==> config.mk <==
export PLATFORM = sky130hd
export DESIGN_NAME = mem_stage
export DESIGN_NICKNAME = d
export VERILOG_FILES = /design/src/rtl/mem_stage_pkg.sv /design/src/rtl/mem_stage_align.sv /design/src/rtl/mem_stage.sv
export SDC_FILE = /design/constraint.sdc
export NUM_CORES = 1
export LEC_CHECK = 0
export ABC_AREA = 0
export CORE_MARGIN = 2
export CORE_UTILIZATION = 43
export DETAILED_ROUTE_END_ITERATION = 12
export GPL_ROUTABILITY_DRIVEN = 0
export PLACE_DENSITY = 0.82
export SLEW_MARGIN = 40
export SYNTH_ARGS = -nofsm -noshare
export SYNTH_HDL_FRONTEND = slang
export SYNTH_SLANG_ARGS = --single-unit
==> constraint.sdc <==
create_clock -name clk_i -period 3.6 [get_ports clk_i]
set_clock_uncertainty 0.2 [all_clocks]
set_input_delay 0.72 -clock clk_i [delete_from_list [all_inputs] [get_ports clk_i]]
set_output_delay 0.72 -clock clk_i [all_outputs]
set_load 0.05 [all_outputs]
==> src/rtl/mem_stage_pkg.sv <==
// Shared encodings for the memory-access stage: bus widths, mem_ctl field
// positions, access-size codes and the stage state machine.
package mem_stage_pkg;

  localparam int EX2MEMBusSize = 108;
  localparam int MEM2WBBusSize = 70;

  localparam int MemLd     = 5;
  localparam int MemSt     = 4;
  localparam int MemSizeHi = 3;
  localparam int MemSizeLo = 2;
  localparam int MemUns    = 1;

  localparam logic [1:0] MemByte = 2'b00;
  localparam logic [1:0] MemHalf = 2'b01;
  localparam logic [1:0] MemWord = 2'b10;

  typedef enum logic [1:0] {
    ST_IDLE = 2'b00,
    ST_REQ  = 2'b01,
    ST_WAIT = 2'b10,
    ST_DONE = 2'b11
  } mem_state_e;

endpackage

==> src/rtl/mem_stage_align.sv <==
// Lane steering for the data-memory port: store strobes/replicated write data
// and load lane extraction with sign or zero extension.
module mem_align
  import mem_stage_pkg::*;
(
  input  logic [1:0]  i_size,
  input  logic [1:0]  i_addr_lo,
  input  logic [31:0] i_st_data,
  input  logic [31:0] i_rdata,
  input  logic        i_uns,
  output logic [3:0]  o_wstrb,
  output logic [31:0] o_wdata,
  output logic [31:0] o_ld_data
);

  function automatic logic [31:0] ext8(input logic signed [7:0] b, input logic uns);
    return uns ? {24'b0, b} : 32'(b);
  endfunction

  function automatic logic [31:0] ext16(input logic signed [15:0] h, input logic uns);
    return uns ? {16'b0, h} : 32'(h);
  endfunction

  logic [31:0] w_shifted;
  logic [7:0]  w_byte;
  logic [15:0] w_half;

  always_comb begin
    w_shifted = i_rdata >> {i_addr_lo, 3'b000};
    w_byte    = w_shifted[7:0];
    w_half    = i_addr_lo[1] ? i_rdata[31:16] : i_rdata[15:0];
  end

  // Size code 11 falls through to the word case.
  always_comb begin
    o_wstrb   = 4'b1111;
    o_wdata   = i_st_data;
    o_ld_data = i_rdata;
    case (i_size)
      MemByte: begin
        o_wstrb   = 4'b0001 << i_addr_lo;
        o_wdata   = {4{i_st_data[7:0]}};
        o_ld_data = ext8(w_byte, i_uns);
      end
      MemHalf: begin
        o_wstrb   = i_addr_lo[1] ? 4'b1100 : 4'b0011;
        o_wdata   = {2{i_st_data[15:0]}};
        o_ld_data = ext16(w_half, i_uns);
      end
      default: begin
        o_wstrb   = 4'b1111;
        o_wdata   = i_st_data;
        o_ld_data = i_rdata;
      end
    endcase
  end

endmodule

==> src/rtl/mem_stage.sv <==
// MEM pipeline stage: holds the EX->MEM register, runs one load/store at a
// time over a split request/response port and presents the result to WB.
module mem_stage
  import mem_stage_pkg::*;
#(
  parameter int EX2MEM_W = EX2MEMBusSize,
  parameter int MEM2WB_W = MEM2WBBusSize
) (
  input  logic                clk_i,
  input  logic                rst_n_i,
  input  logic [EX2MEM_W-1:0] ex2mem_bus_i,
  input  logic                ctl_ex_over_i,
  output logic                ctl_mem_allowin_o,
  output logic [MEM2WB_W-1:0] mem2wb_bus_o,
  output logic                ctl_mem_over_o,
  input  logic                ctl_wb_allowin_i,
  output logic [4:0]          ctl_mem_dest_o,
  output logic [31:0]         ctl_mem_pc_o,
  output logic                data_req_o,
  output logic                data_wr_o,
  output logic [1:0]          data_size_o,
  output logic [31:0]         data_addr_o,
  output logic [3:0]          data_wstrb_o,
  output logic [31:0]         data_wdata_o,
  input  logic                data_addr_ok_i,
  input  logic                data_data_ok_i,
  input  logic [31:0]         data_rdata_i
);

  mem_state_e  r_state, w_state_nxt;
  logic [5:1]  r_ctl_p0;
  logic [31:0] r_st_data_p0;
  logic [31:0] r_exe_result_p0;
  logic [4:0]  r_rd_addr_p0;
  logic        r_rd_we_p0;
  logic [31:0] r_pc_p0;
  logic [31:0] r_wb_data_p0;

  logic        w_accept;
  logic        w_in_is_mem;
  logic        w_is_st;
  logic        w_is_ld;
  logic        w_data_fire;
  logic [3:0]  w_wstrb;
  logic [31:0] w_wdata;
  logic [31:0] w_ld_data;
  logic        w_unused_ctl0;

  assign w_unused_ctl0 = ex2mem_bus_i[102];

  assign w_in_is_mem = ex2mem_bus_i[102 + MemLd] | ex2mem_bus_i[102 + MemSt];
  assign w_is_st     = r_ctl_p0[MemSt];
  assign w_is_ld     = r_ctl_p0[MemLd] & ~r_ctl_p0[MemSt];

  assign ctl_mem_allowin_o = (r_state == ST_IDLE) |
                             ((r_state == ST_DONE) & ctl_wb_allowin_i);
  assign w_accept          = ctl_ex_over_i & ctl_mem_allowin_o;
  // Responses only count while a request has been (or is being) accepted.
  assign w_data_fire       = data_data_ok_i &
                             (((r_state == ST_REQ) & data_addr_ok_i) | (r_state == ST_WAIT));

  mem_align u_align (
    .i_size    (r_ctl_p0[MemSizeHi:MemSizeLo]),
    .i_addr_lo (r_exe_result_p0[1:0]),
    .i_st_data (r_st_data_p0),
    .i_rdata   (data_rdata_i),
    .i_uns     (r_ctl_p0[MemUns]),
    .o_wstrb   (w_wstrb),
    .o_wdata   (w_wdata),
    .o_ld_data (w_ld_data)
  );

  always_comb begin
    w_state_nxt = r_state;
    case (r_state)
      ST_IDLE: if (w_accept) w_state_nxt = w_in_is_mem ? ST_REQ : ST_DONE;
      ST_REQ:  if (data_addr_ok_i) w_state_nxt = data_data_ok_i ? ST_DONE : ST_WAIT;
      ST_WAIT: if (data_data_ok_i) w_state_nxt = ST_DONE;
      ST_DONE: begin
        if (w_accept)              w_state_nxt = w_in_is_mem ? ST_REQ : ST_DONE;
        else if (ctl_wb_allowin_i) w_state_nxt = ST_IDLE;
      end
      default: w_state_nxt = ST_IDLE;
    endcase
  end

  // Stage p0: EX->MEM register and write-back data capture
  always_ff @(posedge clk_i or negedge rst_n_i) begin
    if (!rst_n_i) begin
      r_state         <= ST_IDLE;
      r_ctl_p0        <= '0;
      r_st_data_p0    <= '0;
      r_exe_result_p0 <= '0;
      r_rd_addr_p0    <= '0;
      r_rd_we_p0      <= 1'b0;
      r_pc_p0         <= '0;
      r_wb_data_p0    <= '0;
    end else begin
      r_state <= w_state_nxt;
      if (w_accept) begin
        r_ctl_p0        <= ex2mem_bus_i[107:103];
        r_st_data_p0    <= ex2mem_bus_i[101:70];
        r_exe_result_p0 <= ex2mem_bus_i[69:38];
        r_rd_addr_p0    <= ex2mem_bus_i[37:33];
        r_rd_we_p0      <= ex2mem_bus_i[32];
        r_pc_p0         <= ex2mem_bus_i[31:0];
        r_wb_data_p0    <= ex2mem_bus_i[69:38];
      end else if (w_data_fire && w_is_ld) begin
        r_wb_data_p0    <= w_ld_data;
      end
    end
  end

  always_comb begin
    data_req_o   = 1'b0;
    data_wr_o    = 1'b0;
    data_size_o  = 2'b00;
    data_addr_o  = '0;
    data_wstrb_o = 4'b0000;
    data_wdata_o = '0;
    if (r_state == ST_REQ) begin
      data_req_o  = 1'b1;
      data_wr_o   = w_is_st;
      data_size_o = r_ctl_p0[MemSizeHi:MemSizeLo];
      data_addr_o = r_exe_result_p0;
      if (w_is_st) begin
        data_wstrb_o = w_wstrb;
        data_wdata_o = w_wdata;
      end
    end
  end

  assign ctl_mem_over_o = (r_state == ST_DONE);
  assign ctl_mem_dest_o = ((r_state != ST_IDLE) && r_rd_we_p0) ? r_rd_addr_p0 : 5'd0;
  assign ctl_mem_pc_o   = r_pc_p0;
  assign mem2wb_bus_o   = {r_wb_data_p0, r_rd_addr_p0, r_rd_we_p0, r_pc_p0};

endmodule

==> impl_metrics.env <==
export IMPL_routed_via_density=5.27
export IMPL_drtPass1Iterations=5
export IMPL_nets=1272
export IMPL_p_sw_share_pct=50.3
export IMPL_detail_route_wl_per_cell_microns=18.2
export IMPL_p_int_uw=5830
export IMPL_dieArea_sq_um=17900
export IMPL_min_path_type="primary input to asynchronous set/reset pin"
export IMPL_async_flop_share_pct=100
export IMPL_drv_slew=0
export IMPL_path_delay_family="buffers and inverters"
export IMPL_area_delta_synth_final_pct=55.1
export IMPL_synth_area_sq_um=7250
export IMPL_num_vias=7150
export IMPL_grt_pass1_wl_mm=38.1
export IMPL_worst_path_buf_inv=2
export IMPL_syn_inst=857
export IMPL_post_cts_setup_buffer_count=0
export IMPL_mostFrequentLayoutCells="nand2_1 (339), clkdlybuf4s50_1 (264), dfrtp_1 (140)"
export IMPL_htreeDepth=4
export IMPL_synthFlopType="dfrtp_1"
export IMPL_path_cells="nor2b_2 -> buf_4 -> and2_1 -> clkdlybuf4s50_1"
export IMPL_synth_edf_count=0
export IMPL_status="completed"
export IMPL_cts_tree="done"
export IMPL_slew_headroom_pct=52.8
export IMPL_floorplan_rows=47
export IMPL_ys_warn_count=0
export IMPL_drive_gt1_share_pct=10.9
export IMPL_timing_final_crit_share_pct=92.2
export IMPL_fp_dieH_microns=134
export IMPL_p_leak_uw=0.00524
export IMPL_port_buffers=325
export IMPL_cp_required_ps=2680
export IMPL_power_density_nw_per_um2=1040
export IMPL_post_cts_resize_count=0
export IMPL_start_kind="register"
export IMPL_mostFrequentLayoutCell="nand2_1"
export IMPL_stdcell_area_sq_um=11200
export IMPL_synth_seq_cells=141
export IMPL_finalHoldViolations=0
export IMPL_worst_slew_pin_slew_ps=708
export IMPL_root_buffer="clkbuf_16"
export IMPL_criticalPathCategory="register to output port"
export IMPL_track_usage_pct=27.5
export IMPL_antennaDiodeCount=0
export IMPL_drt_iter0_drc=607
export IMPL_power_frac_comb_pct=59.5
export IMPL_synth_cell_types=41
export IMPL_ys_seq_area_share_pct=48.7
export IMPL_slowest_delay_ps=810
export IMPL_seqPwrFrac_pct=25.4
export IMPL_r2r_setup_slack_ps=1140
export IMPL_holdBufCountCts=0
export IMPL_cts_buffer_depth=2
export IMPL_p_clk_share_pct=15.1
export IMPL_synth_nets=1003
export IMPL_min_period_ps=3320
export IMPL_grt_max_degree=89
export IMPL_initial_core_util_pct=43.9
export IMPL_first_global_vias=6854
export IMPL_net_switching_power_uw=5900
export IMPL_core_sq_um=16500
export IMPL_cap_violations=0
export IMPL_syn_avg_cell_area_sq_um=8.46
export IMPL_ir_drop_mv=0.571
export IMPL_arrival_ps=2400
export IMPL_cp_end_kind="output port"
export IMPL_ioPinCount=327
export IMPL_cts_sinks=141
export IMPL_die_x_microns=134
export IMPL_finalSetupViolCount=0
export IMPL_overflow=0
export IMPL_crit_fanout=29
export IMPL_wirelength_mm=24.8
export IMPL_clock_latency_ps=420
export IMPL_ant_nets=0
export IMPL_clock_fmax_ghz=0.301
export IMPL_dp_hpwl_mm=18.2
export IMPL_path_clk_slew_ps=60
export IMPL_rsz0062_at_grt="false"
export IMPL_timing_setup_tns_ps=0
export IMPL_critPathSlowestCell="clkdlybuf4s50_1"
export IMPL_antenna_found_initial=0
export IMPL_drc=0
export IMPL_cts_made_buffers=17
export IMPL_placed_cell_area_sq_um=10700
logic make-up (layout without fill, tap and decap cells):
group                  after synthesis  after routing  synth area share (%)
DFF                                141            141                  48.7
AOI/OAI and AO/OA                  150            150                  14.8
and+or+nand+nor                    436            436                  24.9
muxes                               26             26                  3.69
buffers and inverters              104            384                  7.96
area by class of cell:
type / count / area (sq um)
Clock buffer: 19 / 443
Clock inverter: 11 / 145
Fill cell: 1322 / 5280
Inverter: 11 / 41.3
Multi-Input combinational cell: 612 / 3160
Sequential cell: 141 / 3530
Tap cell: 220 / 275
Timing Repair Buffer: 343 / 3650
flip-flops by register name, summed over array words and instances, names as in the netlist:
register         count
ctl_mem_pc_o        32
r_ctl_p0             5
r_exe_result_p0     32
r_rd_addr_p0         5
r_rd_we_p0           1
r_st_data_p0        32
r_state              2
r_wb_data_p0        32
power groups by stage:
stage	Sequential [uW]	Combinational (uW)	Clock, uW
after global placement	2960	6850	0
after global routing	3080	7370	1850
after CTS	2970	6990	1800
after detailed placement	2990	6960	0
final	2980	6980	1770
after floorplan	4020	3660	0
worst paths after layout:
path / start / to / cells after the start
min in group clk_i: r_exe_result_p0[3] / r_exe_result_p0[3] / 2
hold / removal: rst_n_i / r_wb_data_p0[27] / 1
setup / recovery: r_state[1] / data_addr_o[14] / 4
hold reg to reg: r_exe_result_p0[3] / r_exe_result_p0[3] / 2
setup reg to reg: r_ctl_p0[2] / r_wb_data_p0[5] / 5
max in group asynchronous: rst_n_i / r_wb_data_p0[11] / 2
metal layers:
layer	vias up	track usage (%)	part of all wire [%]
met5	-	0	0
met2	353	43.7	48
li1	3353	-	-
met1	3391	36.0	40
met4	0	11.6	3.5
met3	53	6.73	8.8
stage by stage:
| step | std cells | util, % | hold slack [ps] | total power [uW] | worst slack, ps |
|---|---|---|---|---|---|
| 6_report | 1357 | 68.0 | 38.9 | 11700 | 280 |
| 5_1_grt | 1357 | 68.0 | 72.1 | 12300 | 166 |
| 4_1_cts | 1357 | 68.0 | 45.7 | 11800 | 273 |
| 3_5_place_dp | 1327 | 64.5 | 256 | 9950 | 616 |
| 3_3_place_gp | 1327 | 64.5 | 249 | 9810 | 634 |
| 2_1_floorplan | 857 | - | 224 | 7680 | 697 |
worst reg2reg max path: cells and delay by family (launching register included):
| family | cells | cell delay, ps |
|---|---|---|
| buf+inv | 2 | 520 |
| simple gates | 1 | 100 |
| flops | 1 | 710 |
| compound gates | 2 | 780 |
Yosys cell counts (2+ instances only):
library cell  instances  area (sq um)
nand3_1               7          35.0
a22oi_1               8          60.1
dfrtp_1             141          3530
o21ai_0              32           160
o2bb2ai_1             7          61.3
and3_1               15          93.8
nor2_1               28           105
buf_4                36           270
mux2_2                2          22.5
mux2i_1              23           230
a22o_1               21           184
o31ai_1               7          52.6
o211ai_1             14           105
clkbuf_1             25          93.8
buf_6                 2          22.5
o21a_1                3          22.5
nand2_1             339          1270
or2_2                 2          12.5
a22oi_2               3          37.5
a222oi_1              8          80.1
buf_2                29           145
and3b_1               2          17.5
o21ai_1               4          20.0
a21oi_1              30           150
and2_1               35           219
inv_1                10          37.5
a2bb2oi_1             7          61.3
nor2b_1               4          25.0
Note: power is estimated with default switching activity, not from simulation.
